$ cat src/rtl/param_wave_gen.sv
// Programmable waveform generator: a reloadable prescaler advances a phase
// counter that indexes one of several waveform shapes, with output attenuation.
module param_wave_gen #(
    parameter int W  = 8,
    parameter int PW = 9
) (
    input  logic          clk,
    input  logic          rst,
    input  logic          init,
    input  logic [PW-1:0] PI,
    input  logic [2:0]    Sel,
    input  logic [1:0]    AmpSel,
    input  logic [W-1:0]  Duty,
    output logic [W-1:0]  WaveOut,
    output logic [W-1:0]  AmpWave,
    output logic          Tick,
    output logic          Wrap
);

    logic          running;
    logic [PW-1:0] pcnt;
    logic [PW-1:0] pi_reg;
    logic [W-1:0]  cnt;
    logic [2:0]    act_sel;
    logic          ovf;
    logic          last;

    function automatic logic [W-1:0] shape(input logic [2:0]   s,
                                           input logic [W-1:0] c,
                                           input logic [W-1:0] duty);
        logic [W-1:0] dbl;
        dbl = c << 1;
        case (s)
            3'b000:  shape = c;
            3'b001:  shape = ~c;
            3'b010:  shape = c[W-1] ? ~dbl : dbl;
            3'b011:  shape = (c < duty) ? {W{1'b1}} : {W{1'b0}};
            3'b100:  shape = {c[W-1:W-2], {(W-2){1'b0}}};
            3'b101:  shape = (c == {W{1'b0}}) ? {W{1'b1}} : {W{1'b0}};
            default: shape = {W{1'b0}};
        endcase
    endfunction

    // init suppresses any overflow that would coincide with it
    assign ovf  = running && !init && (pcnt == {PW{1'b1}});
    assign last = (cnt == {W{1'b1}});

    always_ff @(posedge clk or posedge rst) begin
        if (rst) begin
            running <= 1'b0;
            pcnt    <= '0;
            pi_reg  <= '0;
            cnt     <= '0;
            act_sel <= 3'b000;
            WaveOut <= '0;
            Tick    <= 1'b0;
            Wrap    <= 1'b0;
        end else begin
            if (running)
                WaveOut <= shape(act_sel, cnt, Duty);
            if (init) begin
                running <= 1'b1;
                pcnt    <= PI;
                pi_reg  <= PI;
                cnt     <= '0;
                act_sel <= Sel;
                Tick    <= 1'b0;
                Wrap    <= 1'b0;
            end else begin
                Tick <= ovf;
                Wrap <= ovf && last;
                if (running) begin
                    if (ovf) begin
                        pcnt <= pi_reg;
                        cnt  <= cnt + 1'b1;
                        // a new shape only takes over at the start of a period
                        if (last)
                            act_sel <= Sel;
                    end else begin
                        pcnt <= pcnt + 1'b1;
                    end
                end
            end
        end
    end

    assign AmpWave = WaveOut >> AmpSel;

endmodule

$ cat config.mk
export PLATFORM = sky130hd
export DESIGN_NAME = param_wave_gen
export DESIGN_NICKNAME = d
export VERILOG_FILES = /design/src/rtl/param_wave_gen.sv
export SDC_FILE = /design/constraint.sdc
export NUM_CORES = 1
export LEC_CHECK = 0
export ABC_AREA = 1
export ABC_CLOCK_PERIOD_IN_PS = 2500
export CORE_ASPECT_RATIO = 0.7
export CORE_MARGIN = 2
export CORE_UTILIZATION = 30
export CTS_BUF_LIST = sky130_fd_sc_hd__clkbuf_4 sky130_fd_sc_hd__clkbuf_8
export DETAILED_ROUTE_END_ITERATION = 10
export GPL_TIMING_DRIVEN = 0
export SLEW_MARGIN = 5
export SYNTH_ARGS = -nofsm -noshare
export SYNTH_HDL_FRONTEND = slang
export SYNTH_SLANG_ARGS = --single-unit
$ cat constraint.sdc
create_clock -name clk -period 2.5 [get_ports clk]
set_input_delay 0.375 -clock clk [delete_from_list [all_inputs] [get_ports clk]]
set_output_delay 0.375 -clock clk [all_outputs]
set_load 0.03 [all_outputs]
==> results_dict.tcl <==
set metrics [dict create \
    finalHoldViolations 0 \
    critical_path.slowest_cell "clkdlybuf4s50_1" \
    via_per_inst 4.45 \
    overflow 0 \
    wire_per_inst_microns 11.9 \
    hp-class "in -> async" \
    area_delta_synth_final_pct 27.9 \
    crit_required_ns 2.12 \
    synthDistinctLibCells 34 \
    clkLatencyLatePin_ns 0.31 \
    crit_fanout 10 \
    grt_pass1_vias 2207 \
    drive_above_1_share_pct 7.73 \
    synth_edf_count 0 \
    max_stage_delay_ns 0.48 \
    multiInputGateArea_sq_um 1370 \
    ir_worst_vdd_mv 0.205 \
    gp_congestion 0.881 \
    path_depth 5 \
    die_h_microns 81.8 \
    worstSetupStartpoint "AmpSel[1]" \
    synth_top_family_by_area "simple AND/OR/NAND/NOR gates" \
    max_freq_mhz 443 \
    worst-r2r-setup-slack_ns 0.25 \
    finalMaxSlewViolations 0 \
    grt_max_degree 40 \
    async_flop_share_pct 100 \
    yosys-mux-area-fraction_pct 1.16 \
    num_vias 2375 \
    mostFrequentLayoutCells "125 x nand2_1, 42 x inv_1, 40 x dfrtp_1, 36 x clkdlybuf4s50_1, 32 x nor2_1" \
    dieArea_sq_um 9420 \
    path_clk_slew_ns 0.08 \
    powerDensity_nw_per_um2 522 \
    ios 43 \
    synthFlopType "dfrtp_1" \
    die_w_microns 115 \
    initial_core_util_pct 30.7 \
    synth_seq_area_share_pct 38.6 \
    timing.rr.end "cnt[6]" \
    cts_tree "built" \
    drt_first_pass_iters 4 \
    numCtsBuffers 5 \
    fin_hold_ws_ns 0.262 \
    critPathBufInv 3 \
    port_buffers 40 \
    cp.arrival_ns 1.88 \
    ys.warnings.count 0 \
    drc_errors 0 \
    min_period_ns 2.26 \
    cp-start-kind "input port" \
    syn_inst 363 \
    cp_cell_sequence "clkdlybuf4s50_1 > clkbuf_1 > a21oi_1 > a22oi_1 > dlygate4sd2_1" \
    worstMarginPinSlew_ns 0.452 \
    syn_nets 401 \
    clock_path_buffers 2 \
    core.rowCount 28 \
    synth_area_per_cell_sq_um 7.15 \
    n_antenna_cell 0 \
    grt_use_total_pct 14.7 \
    setup_viol 0 \
    status "complete, no violations" \
    worst_setup_path_end_kind "primary output" \
    synth_area_sq_um 2590 \
    cp_top_family "buffers and inverters" \
    seq_area_sq_um 1000 \
    r2r_start "pcnt[0]" \
    clockRootBuffer "clkbuf_8" \
    grt_pass1_wl_microns 10700 \
    synth_seq_cells 40 \
    cap_violations 0 \
    final_util_pct 39.3 \
    final_common_cell "nand2_1" \
    synthAdderAreaFrac_pct 6.27 \
    post-route-period-util_pct 90.2 \
    antenna_found_initial 0 \
    synthSimpleGateAreaFrac_pct 32.0 \
    slew_headroom_pct 69.8 \
    hpwl_microns 4750 \
    p_leak_nw 1.69 \
    finalWirelength_microns 6350 \
    worstSetupPathType "in -> out" \
    h-tree-depth 2 \
    nets 451 \
    fillers 898 \
    postRouteAntennaNets 0 \
    worst-r2r-cell-count 14 \
    drt_iter0_drc 182 \
    rsz0062_at_grt "no" \
    crit_end "AmpWave[0]" \
    fin_skew_ns 0.0113 \
    cts.sink_count 40 \
    synth_xor_area_share_pct 3.04 \
    synth-compound-area-share_pct 9.93 \
    coreArea_sq_um 8440 \
]
[worst min-delay path by stage]
| stage | startpoint | to | slack [ns] |
|---|---|---|---|
| 2_1_floorplan | pi_reg[0] | pi_reg[0] | 0.44 |
| 3_3_place_gp | pi_reg[0] | pi_reg[0] | 0.45 |
| 3_5_place_dp | pi_reg[8] | pi_reg[8] | 0.47 |
| 4_1_cts | rst | WaveOut[1] | 0.25 |
| 5_1_grt | rst | WaveOut[1] | 0.26 |
| 6_report | rst | WaveOut[1] | 0.26 |
[repair_timing]
| item | in CTS | in global routing |
|---|---|---|
| hold endpoints to repair | 0 | 0 |
| endpoints found under the setup margin | 1 | 4 |
| gates resized for setup | 1 | 8 |
| setup buffers | 0 | 2 |
| pin swaps | 0 | 1 |
| hold buffers | 0 | 0 |
[report_power, final]
group	switching (W)	internal [W]
clock	0.000255	0.000301
combinational	0.000248	0.000178
sequential	0.0000497	0.000701
[area by class of cell]
class | instances | share of cell area (%)
Buffer | 10 | 1.81
Clock buffer | 5 | 2.07
Tap cell | 120 | 4.52
Sequential cell | 40 | 30.2
Inverter | 46 | 5.35
Clock inverter | 3 | 1.40
Multi-Input combinational cell | 267 | 41.4
Timing Repair Buffer | 43 | 13.3
[per-layer routing]
metal | track usage (%) | vias to the layer above | wire length [microns] | part of all wire [%]
met5 | 0 | - | 0 | 0
met4 | 3.98 | 0 | 66 | 1.0
met3 | 4.28 | 8 | 441 | 7.0
met2 | 19.9 | 62 | 2400 | 38
met1 | 22.2 | 1056 | 3440 | 54
li1 | - | 1249 | - | -
[synthesized netlist by cell type (2+ instances only)]
master	n	area share, %
nand3_1	21	4.1
a21oi_1	13	2.5
ha_1	13	6.3
xnor2_1	3	1.0
inv_1	43	6.2
nand2_1	125	18
mux2i_1	3	1.2
nand3_4	2	1.3
nor2_1	33	4.8
a22oi_1	2	0.58
clkbuf_1	2	0.29
buf_2	5	0.96
nor3_1	4	0.77
xor2_1	6	2.0
o21ai_0	26	5.0
o211ai_1	2	0.58
dfrtp_1	40	39
o21ai_1	3	0.58
nand4_1	2	0.48
[cell families after synthesis]
| logic type | Yosys count |
|---|---|
| multiplexers | 3 |
| adder cells (fa/ha/maj) | 13 |
| AO/OA/AOI/OAI | 48 |
| flip-flops | 40 |
| XOR/XNOR | 9 |
| buffers and inverters | 56 |
| AND/OR/NAND/NOR | 194 |
[per-stage QoR]
| stage | setup slack [ns] | TNS, ns | instance area, sq um | total power [W] | instances |
|---|---|---|---|---|---|
| 4_1_cts | 0.0196 | 0 | 3280 | 0.00175 | 532 |
| 6_report | 0.244 | 0 | 3320 | 0.00173 | 534 |
| 3_3_place_gp | 0.0168 | 0 | 3150 | 0.00117 | 523 |
| 5_1_grt | 0.00773 | 0 | 3320 | 0.00184 | 534 |
| 2_1_floorplan | 0.528 | 0 | 2590 | 0.00101 | 363 |
| 3_5_place_dp | -0.00407 | -0.00407 | 3170 | 0.00119 | 524 |
Note: power is estimated with default switching activity, not from simulation.
